File: config.mk
export PLATFORM = sky130hd
export DESIGN_NAME = booth_dot_pipe_flat
export DESIGN_NICKNAME = d
export VERILOG_FILES = /design/src/rtl/booth_dot_pipe_if.sv /design/src/rtl/booth_dot_pipe.sv /design/src/flat_wrapper.sv
export SDC_FILE = /design/constraint.sdc
export NUM_CORES = 2
export LEC_CHECK = 0
export ABC_AREA = 1
export ABC_CLOCK_PERIOD_IN_PS = 6100
export CAP_MARGIN = 15
export CORE_MARGIN = 2
export CORE_UTILIZATION = 30
export CTS_CLUSTER_DIAMETER = 80
export DETAILED_ROUTE_END_ITERATION = 7
export SYNTH_ARGS = -nofsm -noshare
export SYNTH_HDL_FRONTEND = slang
export SYNTH_SLANG_ARGS = --single-unit
File: constraint.sdc
create_clock -name clk -period 6.1 [get_ports clk]
set_input_delay 1.83 -clock clk [delete_from_list [all_inputs] [get_ports clk]]
set_output_delay 1.83 -clock clk [all_outputs]
set_load 0.05 [all_outputs]
File: src/rtl/booth_dot_pipe_if.sv
`default_nettype none
// +-----------------------------------------------------------------------+
// | booth_dot_pipe_if                                                     |
// | Beat input / packet result bundle for booth_dot_pipe.                 |
// | Rev 1.0                                                               |
// +-----------------------------------------------------------------------+
interface booth_dot_pipe_if #(
   parameter int DATA_W = 8,
   parameter int LANES  = 9,
   parameter int ACC_W  = 32
);
   logic                      in_valid;
   logic                      in_last;
   logic                      in_unsigned;
   logic [LANES*DATA_W-1:0]   multiplicand;
   logic [LANES*DATA_W-1:0]   multiplier;
   logic                      out_valid;
   logic signed [ACC_W-1:0]   out_sum;
   logic                      out_sat;

   modport master (
      output in_valid, in_last, in_unsigned, multiplicand, multiplier,
      input  out_valid, out_sum, out_sat
   );

   modport slave (
      input  in_valid, in_last, in_unsigned, multiplicand, multiplier,
      output out_valid, out_sum, out_sat
   );
endinterface
`default_nettype wire

File: src/rtl/booth_dot_pipe.sv
`default_nettype none
// +-----------------------------------------------------------------------+
// | booth_dot_pipe                                                        |
// | Radix-4 Booth dot-product with saturating per-packet accumulation.    |
// | Rev 1.0                                                               |
// +-----------------------------------------------------------------------+
module booth_dot_pipe #(
   parameter int DATA_W = 8,
   parameter int LANES  = 9,
   parameter int ACC_W  = 32
) (
   input  logic            clk,
   input  logic            reset,
   booth_dot_pipe_if.slave bus
);
   localparam int c_ND    = DATA_W / 2 + 1;
   localparam int c_XW    = DATA_W + 2;
   localparam int c_PP_W  = DATA_W + 3;
   localparam int c_BS_W  = 2 * DATA_W + 2 + $clog2(LANES);
   localparam int c_SUM_W = ((ACC_W > c_BS_W) ? ACC_W : c_BS_W) + 1;

   localparam logic [c_PP_W-1:0] c_PP_MSB = c_PP_W'(1) << (c_PP_W - 1);

   // Each partial product carries an inverted MSB, so every one needs -2^(PP_W-1) at its weight.
   function automatic logic [c_BS_W-1:0] f_fold_const();
      logic [c_BS_W-1:0] v;
      v = '0;
      for (int l = 0; l < LANES; l++)
         for (int j = 0; j < c_ND; j++)
            v = v - (c_BS_W'(1) << (c_PP_W - 1 + 2 * j));
      return v;
   endfunction

   localparam logic [c_BS_W-1:0]         c_FOLD = f_fold_const();
   localparam logic signed [c_SUM_W-1:0] c_ZERO = '0;
   localparam logic signed [c_SUM_W-1:0] c_MAX  = (c_SUM_W'(1) << (ACC_W - 1)) - c_SUM_W'(1);
   localparam logic signed [c_SUM_W-1:0] c_MIN  = c_ZERO - (c_SUM_W'(1) << (ACC_W - 1));

   logic [LANES*DATA_W-1:0] r_mc;
   logic [LANES*DATA_W-1:0] r_mp;
   logic                    r_uns0;
   logic                    r_v0;
   logic                    r_last0;

   logic [c_XW-1:0]   w_x   [LANES];
   logic [c_XW:0]     w_yz  [LANES];
   logic [2:0]        w_dig [LANES][c_ND];
   logic [c_PP_W-1:0] w_sel [LANES][c_ND];
   logic [c_PP_W-1:0] w_pp  [LANES][c_ND];
   logic              w_neg [LANES][c_ND];

   logic [c_PP_W-1:0] r_pp  [LANES][c_ND];
   logic              r_neg [LANES][c_ND];
   logic              r_v1;
   logic              r_last1;

   logic [c_BS_W-1:0]        w_bs;
   logic signed [c_BS_W-1:0] r_bs;
   logic                     r_v2;
   logic                     r_last2;

   logic signed [ACC_W-1:0]   r_acc;
   logic                      r_first;
   logic                      r_sat;
   logic                      r_out_valid;
   logic signed [ACC_W-1:0]   r_out_sum;
   logic                      r_out_sat;

   logic signed [c_SUM_W-1:0] w_acc_ext;
   logic signed [c_SUM_W-1:0] w_bs_ext;
   logic signed [c_SUM_W-1:0] w_r;
   logic signed [ACC_W-1:0]   w_clamp;
   logic                      w_ovf;

   // Operands are captured first so PPG starts from a register boundary.
   always_ff @(posedge clk) begin
      r_mc   <= bus.multiplicand;
      r_mp   <= bus.multiplier;
      r_uns0 <= bus.in_unsigned;
      r_pp   <= w_pp;
      r_neg  <= w_neg;
      r_bs   <= w_bs;
   end

   always_comb begin
      for (int l = 0; l < LANES; l++) begin
         w_x[l]  = r_uns0 ? {2'b00, r_mc[l*DATA_W +: DATA_W]}
                          : {{2{r_mc[l*DATA_W+DATA_W-1]}}, r_mc[l*DATA_W +: DATA_W]};
         w_yz[l] = r_uns0 ? {2'b00, r_mp[l*DATA_W +: DATA_W], 1'b0}
                          : {{2{r_mp[l*DATA_W+DATA_W-1]}}, r_mp[l*DATA_W +: DATA_W], 1'b0};
         for (int j = 0; j < c_ND; j++) begin
            w_dig[l][j] = w_yz[l][2*j +: 3];
            case (w_dig[l][j])
               3'b001, 3'b010, 3'b101, 3'b110: w_sel[l][j] = {w_x[l][c_XW-1], w_x[l]};
               3'b011, 3'b100:                 w_sel[l][j] = {w_x[l], 1'b0};
               default:                        w_sel[l][j] = '0;
            endcase
            w_neg[l][j] = w_dig[l][j][2] & ~(w_dig[l][j][1] & w_dig[l][j][0]);
            w_pp[l][j]  = w_sel[l][j] ^ {c_PP_W{w_neg[l][j]}} ^ c_PP_MSB;
         end
      end
   end

   // Modular sum in BS_W bits; the true beat sum always fits, so wrap of the fold constant cancels.
   always_comb begin
      w_bs = c_FOLD;
      for (int l = 0; l < LANES; l++)
         for (int j = 0; j < c_ND; j++)
            w_bs = w_bs + (c_BS_W'(r_pp[l][j]) << (2 * j)) + (c_BS_W'(r_neg[l][j]) << (2 * j));
   end

   assign w_acc_ext = {{(c_SUM_W - ACC_W){r_acc[ACC_W-1]}}, r_acc};
   assign w_bs_ext  = {{(c_SUM_W - c_BS_W){r_bs[c_BS_W-1]}}, r_bs};

   always_comb begin
      w_r     = (r_first ? c_ZERO : w_acc_ext) + w_bs_ext;
      w_ovf   = 1'b0;
      w_clamp = w_r[ACC_W-1:0];
      if (w_r > c_MAX) begin
         w_clamp = c_MAX[ACC_W-1:0];
         w_ovf   = 1'b1;
      end else if (w_r < c_MIN) begin
         w_clamp = c_MIN[ACC_W-1:0];
         w_ovf   = 1'b1;
      end
   end

   always_ff @(posedge clk or posedge reset) begin
      if (reset) begin
         r_v0        <= 1'b0;
         r_last0     <= 1'b0;
         r_v1        <= 1'b0;
         r_last1     <= 1'b0;
         r_v2        <= 1'b0;
         r_last2     <= 1'b0;
         r_acc       <= '0;
         r_first     <= 1'b1;
         r_sat       <= 1'b0;
         r_out_valid <= 1'b0;
         r_out_sum   <= '0;
         r_out_sat   <= 1'b0;
      end else begin
         r_v0        <= bus.in_valid;
         r_last0     <= bus.in_valid & bus.in_last;
         r_v1        <= r_v0;
         r_last1     <= r_last0;
         r_v2        <= r_v1;
         r_last2     <= r_last1;
         r_out_valid <= 1'b0;
         if (r_v2) begin
            r_acc <= w_clamp;
            if (r_last2) begin
               r_out_sum   <= w_clamp;
               r_out_sat   <= r_sat | w_ovf;
               r_out_valid <= 1'b1;
               r_first     <= 1'b1;
               r_sat       <= 1'b0;
            end else begin
               r_first <= 1'b0;
               r_sat   <= r_sat | w_ovf;
            end
         end
      end
   end

   assign bus.out_valid = r_out_valid;
   assign bus.out_sum   = r_out_sum;
   assign bus.out_sat   = r_out_sat;

endmodule
`default_nettype wire
File: src/flat_wrapper.sv
// flat-port wrapper written by rule: the top's interface ports become plain ports
module booth_dot_pipe_flat 
#(
   parameter int DATA_W = 8,
   parameter int LANES  = 9,
   parameter int ACC_W  = 32
)
  (clk, reset, bus_in_valid, bus_in_last, bus_in_unsigned, bus_multiplicand, bus_multiplier, bus_out_valid, bus_out_sum, bus_out_sat);
  booth_dot_pipe_if #(.DATA_W(DATA_W), .LANES(LANES), .ACC_W(ACC_W)) bus_i ();
  input  logic clk;
  input  logic reset;
  input wire logic [$bits(bus_i.in_valid)-1:0] bus_in_valid;
  input wire logic [$bits(bus_i.in_last)-1:0] bus_in_last;
  input wire logic [$bits(bus_i.in_unsigned)-1:0] bus_in_unsigned;
  input wire logic [$bits(bus_i.multiplicand)-1:0] bus_multiplicand;
  input wire logic [$bits(bus_i.multiplier)-1:0] bus_multiplier;
  output wire logic [$bits(bus_i.out_valid)-1:0] bus_out_valid;
  output wire logic [$bits(bus_i.out_sum)-1:0] bus_out_sum;
  output wire logic [$bits(bus_i.out_sat)-1:0] bus_out_sat;
  assign bus_i.in_valid = bus_in_valid;
  assign bus_i.in_last = bus_in_last;
  assign bus_i.in_unsigned = bus_in_unsigned;
  assign bus_i.multiplicand = bus_multiplicand;
  assign bus_i.multiplier = bus_multiplier;
  assign bus_out_valid = bus_i.out_valid;
  assign bus_out_sum = bus_i.out_sum;
  assign bus_out_sat = bus_i.out_sat;
  booth_dot_pipe #(.DATA_W(DATA_W), .LANES(LANES), .ACC_W(ACC_W)) u_core (.clk(clk), .reset(reset), .bus(bus_i));
endmodule
==> summary.txt <==
Run status
  – Status: complete, but fails checks
  – Failing checks: setup timing

Synthesis
  – Synth Area in Compound Gates: under 10%
  – Leading area contributor after synthesis: dfxtp_1
  – Sequential fraction of the synthesis area: a little under two fifths
  – Yosys reg bits: 772
  – Top post-synthesis cells by count: inv_1 (1028), dfxtp_1 (698), nand2_1 (558)
  – Largest family of logic cells by synthesized area: adder cells
  – Simple-gate area share of the yosys netlist: under 10%
  – Synth unique cells: between 40 and 50
  – Post-synth top flop: dfxtp_1
  – Post-synthesis cell count: ~4300
  – Async SR Flop Fraction: a little under a tenth
  – Area share of xor/xnor cells in the synthesized design: 6.91%
  – Synth Area in Adders: 28.6%
  – Ys Warns: 0
  – Top cells by area, synth: dfxtp_1 (34%), fa_1 (24%), inv_1 (9.3%)
  – Most common cell in the netlist: inv_1
  – Post-synth EDFFs: 0
  – Synthesized area: ~42000 sq um
  – Syn_area_per_cell: 9.71 sq um
  – Synth top area share: ~34%
  – Mux share of post-synthesis cell area: less than 1%

Drt
  – Drt total wl: approximately 120 mm
  – Routed WL per cell: between 15 and 20 um
  – Via count: ~28000
  – Iter 0 DRT Violations: 1825
  – 1st-pass router iterations: 6
  – Antenna-violating nets left: 0
  – Avg Vias per Cell: about 4.3
  – Post-route DRC: 0

CTS
  – Clock root buffer: clkbuf_16
  – H-tree Lvls: 3
  – Clk buf depth: 3
  – Clock latency at the later pin of the worst-skew pair: roughly 0.70 ns
  – Num CTS Buffers: 90
  – Worst-path clk slew: approximately 0.060 ns
  – Clk sinks: around 770
  – CTS tree: built

Timing
  – Max-slew violations: 0
  – Tcrit/Tclk final: 106%
  – Post-route setup slack: -0.381 ns
  – Setup Skew: approximately 0.035 ns
  – Final min period: roughly 6.5 ns
  – Final Hold Vio Count: 0
  – Least-Margin Pin Slew: 1.19 ns
  – Final setup violation count: 11
  – Fmax achieved: 0.154 GHz
  – Slew margin rel.: 20.2%
  – Unrepaired setup endpoints after global routing: yes

Critical path
  – Crit-path max cell delay: 0.62 ns
  – R2R Path Start: u_core.r_pp[391]$_DFF_P_
  – Critical Path End Type: flop
  – Arr. time, crit path: ~7.1 ns
  – WP data required: 6.67 ns
  – Most frequent CP cell: fa_1
  – Worst-path maximum fanout: 3
  – Worst-case reg-to-reg path depth: 22
  – Crit Path Category: flop to flop
  – R2R Path End: u_core.r_bs[19]$_DFF_P_
  – Critical path origin: u_core.r_pp[391]$_DFF_P_
  – Slowest-stage cell, CP: fa_1
  – R2R setup slack: -0.38 ns
  – Startpoint Class: flop
  – CP Cell Sequence: fa_1, fa_2, fa_1, inv_1, fa_1, fa_1, inv_1, fa_1, inv_1, fa_1, inv_1, fa_1, inv_1, fa_1, inv_2, ha_4, inv_1, nand2_2, o21bai_1, a221oi_1, nand2_1, xor2_1

Die
  – Starting Density: between 30 and 40%
  – I/O pins: 183
  – Die height: approximately 380 um
  – Site Rows: ~140
  – Core Region: roughly 140000 sq um
  – Die area: 142000 sq um
  – Die width: 377 um

Final layout
  – Diode count: 0
  – Layout cell share with drive strength beyond 1: under 10%
  – Final-layout fill cell count: between 10000 and 15000
  – Finished Layout Cells: approximately 6500
  – Synthesis-to-finish area growth: 19.1%
  – Nets: approximately 5400

Global route
  – First-pass GRT wire length: between 150 and 200 mm
  – Maximum number of pins on one net before global-route repair: 39
  – Initial antenna violation count: 1
  – Vias in the first global route: approximately 30000
  – Congestion Overflow GR: 0
  – Overall Global Routing Usage: 16.8%

Job
  – MaxCap Viol Count: 0

Worst hold path
  – Hold depth: 0
  – Worst hold path class: flop to flop
  – Min-Delay Endpoint: u_core.r_v1$_DFF_PP0_
  – Hold Crit Start: u_core.r_v0$_DFF_PP0_

Placement
  – DP Wirelength: 94.9 mm
  – Dpl cells: between 6000 and 7000
  – Port bufs: roughly 180
  – RePlAce Congestion: 0.930
## state kept, by name, summed over array words and instances, names as in the netlist, 22 cells and up
register	cells
u_core.bus.out_sum	32
u_core.r_acc	32
u_core.r_bs	22
u_core.r_mc	72
u_core.r_mp	72
u_core.r_neg	45
u_core.r_pp	486
## cell families after synthesis
logic type	count (synthesis)
DFF	772
and+or+nand+nor	920
xor gates and xnor gates	329
other	2
buffers and inverters	1138
adders and majority gates	652
AOI/OAI and AO/OA	475
muxes	5
## layer usage
layer | vias to the layer above | part of all wire, % | routed length, um | GRT usage, %
met2 | 781 | 48 | 56400 | 28.1
met5 | - | 0 | 0 | 0
met3 | 191 | 5.6 | 6550 | 3.01
met4 | 0 | 3.8 | 4490 | 6.45
li1 | 13500 | - | - | -
met1 | 13600 | 43 | 50300 | 21.6
## worst max path at each step
| stage | cells past startpoint | to | slack [ns] |
|---|---|---|---|
| floorplan | 24 | u_core.r_bs[17]$_DFF_P_ | -0.13 |
| global placement | 22 | u_core.r_bs[17]$_DFF_P_ | -0.37 |
| detailed placement | 22 | u_core.r_bs[17]$_DFF_P_ | -0.48 |
| CTS | 23 | u_core.r_bs[21]$_DFF_P_ | -0.37 |
| global route | 25 | u_core.r_bs[21]$_DFF_P_ | -0.55 |
| finish | 22 | u_core.r_bs[19]$_DFF_P_ | -0.38 |
## layout by cell type (no fill, tap or decap), types with 10 or more instances in the layout
cell             Yosys  routed
inv_1             1028     992
dfxtp_1            698     688
nand2_1            558     547
fa_1               500     486
xor2_1             312     311
o22ai_1            265     265
nor2_1             226     222
clkdlybuf4s50_1      0     182
ha_1               152     141
clkbuf_16            0      95
a21oi_1             78      73
dfrtp_1             73      73
nand2_2             57      65
clkinv_1            61      61
o21ai_0             59      55
buf_4                4      45
inv_2                6      41
nand3_1             37      33
conb_1               2      27
nor2_2              24      26
o21ai_1             21      22
o21a_1              21      21
clkinv_2             0      18
xnor2_1             17      16
fa_2                 0      14
bufinv_16            0      13
o21bai_1            12      11
ha_4                 0      11
clkbuf_8             0      10
clkbuf_1            16      10
dfxtp_2              0      10
## area by class of cell
cell class              instances  area, sq um  area share [%]
multi-input cells            2408        22000            44.3
flip-flops and latches        772        15800            31.9
inverters                    1095         4110            8.28
clock buffers                 115         2550            5.14
repair buffers                235         2270            4.56
well taps                    1794         2240            4.52
clock inverters                48          659            1.33
## stage by stage
| step | setup TNS, ns | util, % | hold slack (ns) | setup WS (ns) | cell area, sq um |
|---|---|---|---|---|---|
| 2_1_floorplan | -0.128 | - | 0.331 | -0.126 | 41900 |
| 3_3_place_gp | -2.88 | 33.4 | 0.337 | -0.372 | 46000 |
| 3_5_place_dp | -3.63 | 33.4 | 0.345 | -0.485 | 46000 |
| 4_1_cts | -2.66 | 35.9 | 0.356 | -0.375 | 49400 |
| 5_1_grt | -4.90 | 36.1 | 0.357 | -0.546 | 49700 |
| 6_report | -2.71 | 36.1 | 0.353 | -0.381 | 49700 |
## worst max-delay path, delay by kind of cell, from the launching register on
family | cells | cell delay [ns]
buf+inv | 7 | 0.44
compound gates | 2 | 0.42
flops | 1 | 0.31
simple gates | 2 | 0.18
fa+ha+maj | 10 | 4.85
xor+xnor | 1 | 0.15
## repair_timing
item,CTS,global route
hold buffers,0,0
setup endpoints to repair,12,13
setup buffers,1,3
pin swaps,25,54
resized for setup,41,78
Power is left out: the tool's default activity adds up to more than one toggle a clock period on the data nets, which glitch-free logic cannot reach.
